$ cat src/rtl/pwm_duty_ctrl_if.sv
// pwm_duty_ctrl_if: button/ramp controls in, PWM generator step pulses and level shadow out
// Ports (controller view, modport master):
//   btn_up, btn_dn   in   raw asynchronous buttons, active high
//   ramp_mode        in   1 = automatic ramp toward target, 0 = manual
//   target[3:0]      in   ramp target, clamped to MAX_LEVEL inside the controller
//   duty_inc/dec     out  one-cycle step pulses to the PWM generator
//   duty_level[3:0]  out  shadow of the generator level
//   busy             out  ramp still moving toward the clamped target
interface pwm_duty_ctrl_if;
    logic       btn_up;
    logic       btn_dn;
    logic       ramp_mode;
    logic [3:0] target;
    logic       duty_inc;
    logic       duty_dec;
    logic [3:0] duty_level;
    logic       busy;
    modport master (
        input  btn_up, btn_dn, ramp_mode, target,
        output duty_inc, duty_dec, duty_level, busy
    );
    modport slave (
        output btn_up, btn_dn, ramp_mode, target,
        input  duty_inc, duty_dec, duty_level, busy
    );
endinterface

$ cat src/rtl/pwm_duty_ctrl.sv
// pwm_duty_ctrl: debounced buttons or timed ramp drive inc/dec pulses to a PWM generator
// Ports:
//   clk     in  single clock
//   rst_n   in  asynchronous active-low reset
//   ctl_if  master modport of pwm_duty_ctrl_if (buttons, ramp controls, pulses, level, busy)
module pwm_duty_ctrl #(
    parameter int DEBOUNCE_CYCLES = 16,
    parameter int RAMP_INTERVAL   = 1000,
    parameter int MAX_LEVEL       = 10,
    parameter int RESET_LEVEL     = 5
) (
    input logic              clk,
    input logic              rst_n,
    pwm_duty_ctrl_if.master  ctl_if
);
    typedef enum logic [1:0] {IDLE, PULSE, HOLD, RAMP_WAIT} state_t;
    localparam logic [3:0]  MAX_L   = 4'(MAX_LEVEL);
    localparam logic [3:0]  RST_L   = 4'(RESET_LEVEL);
    localparam logic [7:0]  DB_N    = 8'(DEBOUNCE_CYCLES);
    localparam logic [15:0] RAMP_TC = 16'(RAMP_INTERVAL - 1);
    // bit 0 = up button, bit 1 = down button
    logic [1:0]      meta_q, sync_q, db_q, db_d, req_q, req_d, hit;
    logic [1:0][7:0] cnt_q, cnt_d;
    state_t          state_q;
    logic            inc_q, dec_q, busy_q;
    logic [3:0]      level_q, tgt_c;
    logic [15:0]     timer_q;
    assign tgt_c = (ctl_if.target > MAX_L) ? MAX_L : ctl_if.target;
    // hit: the synchronized level has differed for DEBOUNCE_CYCLES samples
    always_comb begin
        hit   = '0;
        db_d  = db_q;
        req_d = '0;
        cnt_d = '0;
        for (int i = 0; i < 2; i++) begin
            hit[i]   = (sync_q[i] != db_q[i]) && (cnt_q[i] + 8'd1 == DB_N);
            cnt_d[i] = (sync_q[i] == db_q[i] || hit[i]) ? 8'd0 : cnt_q[i] + 8'd1;
            db_d[i]  = hit[i] ? ~db_q[i] : db_q[i];
            req_d[i] = hit[i] & ~db_q[i];
        end
    end
    always_ff @(posedge clk or negedge rst_n) begin
        if (!rst_n) begin
            meta_q <= '0;
            sync_q <= '0;
            db_q   <= '0;
            req_q  <= '0;
            cnt_q  <= '0;
        end else begin
            meta_q <= {ctl_if.btn_dn, ctl_if.btn_up};
            sync_q <= meta_q;
            db_q   <= db_d;
            req_q  <= req_d;
            cnt_q  <= cnt_d;
        end
    end
    // pulses live only in PULSE; level moves on the same edge the pulse rises
    always_ff @(posedge clk or negedge rst_n) begin
        if (!rst_n) begin
            state_q <= IDLE;
            inc_q   <= 1'b0;
            dec_q   <= 1'b0;
            level_q <= RST_L;
            busy_q  <= 1'b0;
            timer_q <= '0;
        end else begin
            busy_q <= ctl_if.ramp_mode && (level_q != tgt_c);
            inc_q  <= 1'b0;
            dec_q  <= 1'b0;
            if (!ctl_if.ramp_mode) timer_q <= '0;
            case (state_q)
                IDLE: begin
                    if (ctl_if.ramp_mode) begin
                        state_q <= RAMP_WAIT;
                        timer_q <= '0;
                    end else if (req_q == 2'b01 && level_q != MAX_L) begin
                        inc_q   <= 1'b1;
                        level_q <= level_q + 4'd1;
                        state_q <= PULSE;
                    end else if (req_q == 2'b10 && level_q != 4'd0) begin
                        dec_q   <= 1'b1;
                        level_q <= level_q - 4'd1;
                        state_q <= PULSE;
                    end
                end
                PULSE: state_q <= HOLD;
                HOLD:  state_q <= ctl_if.ramp_mode ? RAMP_WAIT : IDLE;
                RAMP_WAIT: begin
                    if (!ctl_if.ramp_mode) begin
                        state_q <= IDLE;
                    end else if (timer_q == RAMP_TC) begin
                        timer_q <= '0;
                        if (level_q < tgt_c) begin
                            inc_q   <= 1'b1;
                            level_q <= level_q + 4'd1;
                            state_q <= PULSE;
                        end else if (level_q > tgt_c) begin
                            dec_q   <= 1'b1;
                            level_q <= level_q - 4'd1;
                            state_q <= PULSE;
                        end
                    end else begin
                        timer_q <= timer_q + 16'd1;
                    end
                end
                default: state_q <= IDLE;
            endcase
        end
    end
    assign ctl_if.duty_inc   = inc_q;
    assign ctl_if.duty_dec   = dec_q;
    assign ctl_if.duty_level = level_q;
    assign ctl_if.busy       = busy_q;
endmodule

$ cat src/flat_wrapper.sv
// flat-port wrapper written by rule: the top's interface ports become plain ports
module pwm_duty_ctrl_flat 
#(
    parameter int DEBOUNCE_CYCLES = 16,
    parameter int RAMP_INTERVAL   = 1000,
    parameter int MAX_LEVEL       = 10,
    parameter int RESET_LEVEL     = 5
)
  (clk, rst_n, ctl_if_btn_up, ctl_if_btn_dn, ctl_if_ramp_mode, ctl_if_target, ctl_if_duty_inc, ctl_if_duty_dec, ctl_if_duty_level, ctl_if_busy);
  pwm_duty_ctrl_if ctl_if_i ();
  input logic clk;
  input logic rst_n;
  input wire logic [$bits(ctl_if_i.btn_up)-1:0] ctl_if_btn_up;
  input wire logic [$bits(ctl_if_i.btn_dn)-1:0] ctl_if_btn_dn;
  input wire logic [$bits(ctl_if_i.ramp_mode)-1:0] ctl_if_ramp_mode;
  input wire logic [$bits(ctl_if_i.target)-1:0] ctl_if_target;
  output wire logic [$bits(ctl_if_i.duty_inc)-1:0] ctl_if_duty_inc;
  output wire logic [$bits(ctl_if_i.duty_dec)-1:0] ctl_if_duty_dec;
  output wire logic [$bits(ctl_if_i.duty_level)-1:0] ctl_if_duty_level;
  output wire logic [$bits(ctl_if_i.busy)-1:0] ctl_if_busy;
  assign ctl_if_i.btn_up = ctl_if_btn_up;
  assign ctl_if_i.btn_dn = ctl_if_btn_dn;
  assign ctl_if_i.ramp_mode = ctl_if_ramp_mode;
  assign ctl_if_i.target = ctl_if_target;
  assign ctl_if_duty_inc = ctl_if_i.duty_inc;
  assign ctl_if_duty_dec = ctl_if_i.duty_dec;
  assign ctl_if_duty_level = ctl_if_i.duty_level;
  assign ctl_if_busy = ctl_if_i.busy;
  pwm_duty_ctrl #(.DEBOUNCE_CYCLES(DEBOUNCE_CYCLES), .RAMP_INTERVAL(RAMP_INTERVAL), .MAX_LEVEL(MAX_LEVEL), .RESET_LEVEL(RESET_LEVEL)) u_core (.clk(clk), .rst_n(rst_n), .ctl_if(ctl_if_i));
endmodule
$ cat config.mk
export PLATFORM = sky130hd
export DESIGN_NAME = pwm_duty_ctrl_flat
export DESIGN_NICKNAME = d
export VERILOG_FILES = /design/src/rtl/pwm_duty_ctrl_if.sv /design/src/rtl/pwm_duty_ctrl.sv /design/src/flat_wrapper.sv
export SDC_FILE = /design/constraint.sdc
export NUM_CORES = 1
export LEC_CHECK = 0
export ABC_AREA = 1
export BUFFER_PORTS_ARGS = -buffer_cell sky130_fd_sc_hd__buf_2
export CORE_ASPECT_RATIO = 0.7
export CORE_UTILIZATION = 50
export DETAILED_ROUTE_END_ITERATION = 16
export GPL_TIMING_DRIVEN = 0
export PLACE_DENSITY = 0.75
export RECOVER_POWER = 25
export SYNTH_ARGS = -nofsm -noshare
export SYNTH_HDL_FRONTEND = slang
export SYNTH_SLANG_ARGS = --single-unit
export TNS_END_PERCENT = 50
$ cat constraint.sdc
create_clock -name clk -period 1.63 [get_ports clk]
set_input_delay 0.163 -clock clk [delete_from_list [all_inputs] [get_ports clk]]
set_output_delay 0.163 -clock clk [all_outputs]
set_load 0.1 [all_outputs]
After elaboration in Yosys (flattened, before gate mapping)
Index checks and enable logic that the tools add are counted.
{ "word_totals": {"regBits": 49, "in_bits": 9, "wordCells": 98} }
{ "classes": {"addsub": 5, "magnitude_cmp": 3, "n_eq_ne": 22, "mux": 39, "n_bitwise": 4, "reduce_logical": 12} }
{ "ops": {"columns": ["operator", "count"], "rows": [
  ["2-to-1 mux 16 bit", 4],
  ["2-to-1 mux 4 bit", 8],
  ["case mux 16 bit (2 select lines)", 1],
  ["adder 16 x 1 -> 16 bit, second input constant", 1],
  ["adder 8 x 1 -> 8 bit, second input constant", 2],
  ["== test 16 x 10 -> 1 bit, second input constant", 1],
  ["== test 8 x 5 -> 1 bit, second input constant", 2],
  ["2-to-1 mux 2 bit", 8],
  ["2-to-1 mux 8 bit", 2],
  ["2-to-1 mux 1 bit", 12],
  ["!= test 4 x 2 -> 1 bit, second input constant", 2],
  ["case mux 2 bit (4 select lines)", 1],
  ["case mux 4 bit (2 select lines)", 1],
  ["== test 2 bit, second input constant", 3],
  ["!= test 3 x 1 -> 1 bit, second input constant", 2],
  ["AND reduction 6 bit", 1],
  ["logical AND 1 bit", 5],
  ["adder 4 x 1 -> 4 bit, second input constant", 1],
  ["== test 2 x 1 -> 1 bit, second input constant", 2],
  ["> comparator 4 bit", 1],
  ["> comparator 4 bit, second input constant", 1],
  ["< comparator 4 bit", 1],
  ["!= test 2 bit, second input constant", 2],
  ["!= test 4 bit", 1],
  ["14 further kinds", 20]
]} }

Logic depth before layout (Yosys ltp)
{ "logic_depth": {"depth_word": 8, "depth_mapped": 15, "depth_no_buf": 15} }

Worst setup path before layout
No wires, ideal clock.
{ "synth_timing": {"path_type": "reg-to-reg", "startpoint": "register u_core.level_q[1], in the netlist u_core.ctl_if.duty_level[1]", "endpoint": "register u_core.level_q[1], in the netlist u_core.ctl_if.duty_level[1]", "setup_ps": 123, "arrival_time_ps": 2086, "path_slack_ps": -579, "path_stages_with_launch": 12, "period_less_slack_ps": 2209, "path_cell_list": "dfrtp_1 > ha_1 > nand2_1 > nand2_1 > nand2_1 > nand2_1 > nand2_1 > nand3_1 > nand2_2 > nand2_4 > nand2_1 > nand2_1"} }
{ "synth_via": {"elab_chain_len": 6, "word_cells_on_any_way": 19} }
{ "synth_rtl": {"columns": ["element", "line", "rtl"], "rows": [
  ["from (decl)", "pwm_duty_ctrl.sv:26", "logic [3:0] level_q, tgt_c;"],
  ["from (signal assigned)", "pwm_duty_ctrl.sv:78", "level_q <= level_q + 4'd1;"],
  ["from (signal assigned)", "pwm_duty_ctrl.sv:82", "level_q <= level_q - 4'd1;"],
  ["from (signal assigned)", "pwm_duty_ctrl.sv:95", "level_q <= level_q + 4'd1;"],
  ["subtractor 4 x 1 -> 4 bit", "pwm_duty_ctrl.sv:82, pwm_duty_ctrl.sv:99", null],
  ["2-to-1 mux 4 bit", "pwm_duty_ctrl.sv:97", "end else if (level_q > tgt_c) begin"],
  ["2-to-1 mux 4 bit", "pwm_duty_ctrl.sv:93", "if (level_q < tgt_c) begin"],
  ["2-to-1 mux 4 bit", "pwm_duty_ctrl.sv:91", "end else if (timer_q == RAMP_TC) begin"],
  ["2-to-1 mux 4 bit", "pwm_duty_ctrl.sv:89", "if (!ctl_if.ramp_mode) begin"],
  ["case mux 4 bit (2 select lines)", "pwm_duty_ctrl.sv:71", "case (state_q)"]
]} }
Parallel ways exist; a longest one is shown, timed or not. The select of a mux whose other input is x is not followed.
A chain may end at the register's enable or synchronous reset.

Worst setup path after layout
{ "layout_timing": {"startpoint": "register u_core.level_q[2], in the netlist u_core.ctl_if.duty_level[2]", "endpoint": "register u_core.level_q[1], in the netlist u_core.ctl_if.duty_level[1]"} }
{ "layout_via": {"elab_chain_len": 5, "word_cells_on_any_way": 15} }
{ "layout_rtl": {"columns": ["element", "line"], "rows": [
  ["< comparator 4 bit or != test 4 bit (tied branches)", "pwm_duty_ctrl.sv:93, pwm_duty_ctrl.sv:76"],
  ["2-to-1 mux 4 bit or logical AND 1 bit (tied branches)", "pwm_duty_ctrl.sv:93, pwm_duty_ctrl.sv:76"],
  ["2-to-1 mux 4 bit (on tied branches)", "pwm_duty_ctrl.sv:91, pwm_duty_ctrl.sv:76"],
  ["2-to-1 mux 4 bit (on tied branches)", "pwm_duty_ctrl.sv:89, pwm_duty_ctrl.sv:73"],
  ["case mux 4 bit (2 select lines)", "pwm_duty_ctrl.sv:71"]
]} }
Parallel ways exist; a longest one is shown, timed or not. The select of a mux whose other input is x is not followed.

==> flow_metrics.tcl <==
set metrics [dict create \
    synth-seq-cells 49 \
    worstSetupEndpointType "flop" \
    switchingPower_mw 2.09 \
    grt_pass1_vias 2393 \
    cp.required_ps 1840 \
    clk_path_buf_depth 2 \
    nNetsFinal 440 \
    max_stage_delay_ps 640 \
    hpwl_mm 4.09 \
    synth_compound_area_share_pct 5.26 \
    leakage_nw 1.66 \
    cp-start-kind "flop" \
    relSlewSlack_pct 21.0 \
    clock-sinks 49 \
    wl_per_cell_um 12.6 \
    synthAdderAreaFrac_pct 5.09 \
    overflow 0 \
    outcome "finished, violations left" \
    cts_root_buf "clkbuf_8" \
    synth-xor-area-share_pct 4.75 \
    synth.most_common_cell "nand2_1" \
    final_layout_size_suffix_gt1_share_pct 29.3 \
    clk_pin_slew_ps 100 \
    crit_type "reg -> reg" \
    synth_common_cells "105 x nand2_1, 47 x dfrtp_1, 41 x inv_1, 41 x nor2_1, 33 x nand3_1" \
    coreArea_sq_mm 0.00545 \
    intPower_mw 2.49 \
    async_flop_share_pct 100 \
    min_period_over_period_pct 103 \
    gp_congestion 0.885 \
    drt_first_pass_iters 5 \
    numCtsBuffers 5 \
    antenna_left 0 \
    clkPwrFrac_pct 16.0 \
    io_buffers 14 \
    drc_errors 0 \
    htree_num_levels 2 \
    fin_ws_ps -49.5 \
    vias_per_cell 5.16 \
    ys_warn_count 0 \
    synth_top_family_by_area "simple AND/OR/NAND/NOR gates" \
    synthToLayoutAreaGrowth_pct 20.1 \
    syn_area_sq_mm 0.00295 \
    netlist.area_leader.share_pct 39.9 \
    clk_latency_ps 300 \
    synth_top_area_cell "dfrtp_1" \
    synth_edf_count 0 \
    grt_max_degree 50 \
    dp.cells 470 \
    diodes 0 \
    tns_ps -137 \
    cpMaxStageDelayCell "dfstp_4" \
    die-area_sq_mm 0.00622 \
    cp_cell_sequence "ha_4 > nand2_4 > inv_1 > nand2_2 > nand2_4 > nand2_2 > nand3_2 > nand2_4 > nand2_4 > nand2_2 > nand2_2" \
    clock_skew_ps 8.90 \
    ys.flop_type "dfrtp_1" \
    avgSynthCellArea_sq_um 7.68 \
    cts_tree "built" \
    slew_viol_final 0 \
    p_comb_share_pct 51.0 \
    synthTopCellsByArea "dfrtp_1 40%, nand2_1 13%, nand3_1 5.6%, inv_1 5.2%, nor2_1 5.2%" \
    yosysSeqAreaShare_pct 41.6 \
    min_period_ps 1680 \
    core.rowCount 22 \
    stdcell_count 492 \
    violations "negative setup slack" \
    dpl-instance-area_sq_mm 0.00316 \
    die_width_um 93.8 \
    die_h_um 66.3 \
    synth_cell_types 29 \
    start_util_pct 54.1 \
    hold_class "in -> async" \
    yosys.area_share.simple_pct 35.8 \
    postSynthCellCount 384 \
    ir_worst_vdd_uv 756 \
    num_vias 2540 \
    syn_nets 405 \
    muxShareOfSynthArea_pct 0 \
    cp_max_fo 6 \
    grt_usage_pct 21.4 \
    worst_pin_slew_ps 1180 \
    pwr-share-seq_pct 33.0 \
    fmax_mhz 595 \
    maxCapViolCount 0 \
    boundaryPins 16 \
    grt_pass1_wl_mm 10.3 \
    finalWirelength_mm 6.21 \
    antenna_found_initial 0 \
    finalSetupViolations 4 \
    swShare_pct 45.7 \
    drt_iter0_drc 165 \
    crit_arrival_ps 1890 \
    rsz0062_at_grt "true" \
    postLayoutCellArea_sq_mm 0.00354 \
    p_per_area_mw_per_mm2 1290 \
    finalHoldViolCount 0 \
]
[power by group through the flow]
stage | clock network (mW) | logic (mW) | registers, mW
6_report | 0.735 | 2.34 | 1.51
5_1_grt | 0.803 | 2.57 | 1.54
4_1_cts | 0.743 | 2.10 | 1.50
3_5_place_dp | 0 | 1.78 | 1.54
3_3_place_gp | 0 | 1.74 | 1.54
2_1_floorplan | 0 | 1.07 | 1.90
[per-stage QoR]
stage                     setup WS [ps]  utilization [%]  power (mW)  hold slack, ps
after detailed placement           -164             58.0        3.32             273
after global routing               -126             65.0        4.91             201
after global placement             -136             58.0        3.27             270
after CTS                         -37.4             62.4        4.35            94.8
after floorplan                    -180                -        2.97            -133
final                             -49.5             65.0        4.58            85.9
[sequential cells by signal, summed over array words and instances, names as in the netlist]
register	cells
u_core.sync_q	2
u_core.ctl_if.duty_level	4
u_core.ctl_if.busy	1
u_core.meta_q	2
u_core.timer_q	16
u_core.ctl_if.duty_inc	1
u_core.db_q	2
u_core.cnt_q	16
u_core.ctl_if.duty_dec	1
u_core.state_q	2
u_core.req_q	2
[cells in the final DEF, fill, tap and decap left out, drive strengths merged, types with 3 or more instances in the layout]
master and n:
nand2 113, nor2 55, inv 51, dfrtp 47
nand3 37, buf 28, o21ai 16, xor2 13
ha 12, nand4 7, o22ai 7, clkbuf 7
nor3 5, nand3b 5, a21oi 5, xnor2 3
clkinv 3
[routing by layer]
| layer | GRT usage [%] | vias to the layer above | part of all wire [%] |
|---|---|---|---|
| li1 | - | 1284 | - |
| met1 | 29.0 | 1185 | 49 |
| met2 | 34.6 | 59 | 46 |
| met3 | 4.60 | 12 | 4.4 |
| met4 | 5.96 | 0 | 1.4 |
| met5 | 0 | - | 0 |
[worst max-delay path, delay by kind of cell, from the launching register on]
kind	cells	cell delay (ps)
adders and majority gates	1	200
buffers and inverters	1	40
DFF	1	640
and+or+nand+nor	9	690
[what timing repair did]
item	CTS	global route
setup endpoints to repair	23	42
buffers inserted	6	6
hold buffers	2	0
endpoints found under the hold margin	2	0
resized for setup	19	29
pin swaps	4	9
[worst paths after layout]
check | start | end | slack, ps | cells after the start
min reg2reg | u_core.meta_q[0] | u_core.sync_q[0] | 360 | 0
max | u_core.ctl_if.duty_level[2] | u_core.ctl_if.duty_level[1] | -50 | 11
min | rst_n | u_core.ctl_if.duty_inc | 90 | 1
min in group clk | ctl_if_ramp_mode | u_core.ctl_if.duty_inc | 210 | 3
max reg2reg | u_core.ctl_if.duty_level[2] | u_core.ctl_if.duty_level[1] | -50 | 11
max in group asynchronous | rst_n | u_core.ctl_if.duty_level[1] | 690 | 1
[final cells by class]
cell class | count | area, sq um
fill | 458 | 1910
buffer | 3 | 23.8
inverter | 53 | 209
sequential | 49 | 1240
multi-input combinational | 279 | 1700
clock inverter | 2 | 16.3
timing repair buffer | 28 | 183
clock buffer | 6 | 72.6
tap | 72 | 90.1
[cell families (layout without fill, tap and decap cells)]
family,after synthesis,in the layout
AOI/OAI and AO/OA,28,28
and+or+nand+nor,223,223
buffers and inverters,56,92
adders and majority gates,12,12
DFF,49,49
xor gates and xnor gates,16,16
(Power assumes the default switching activity.)
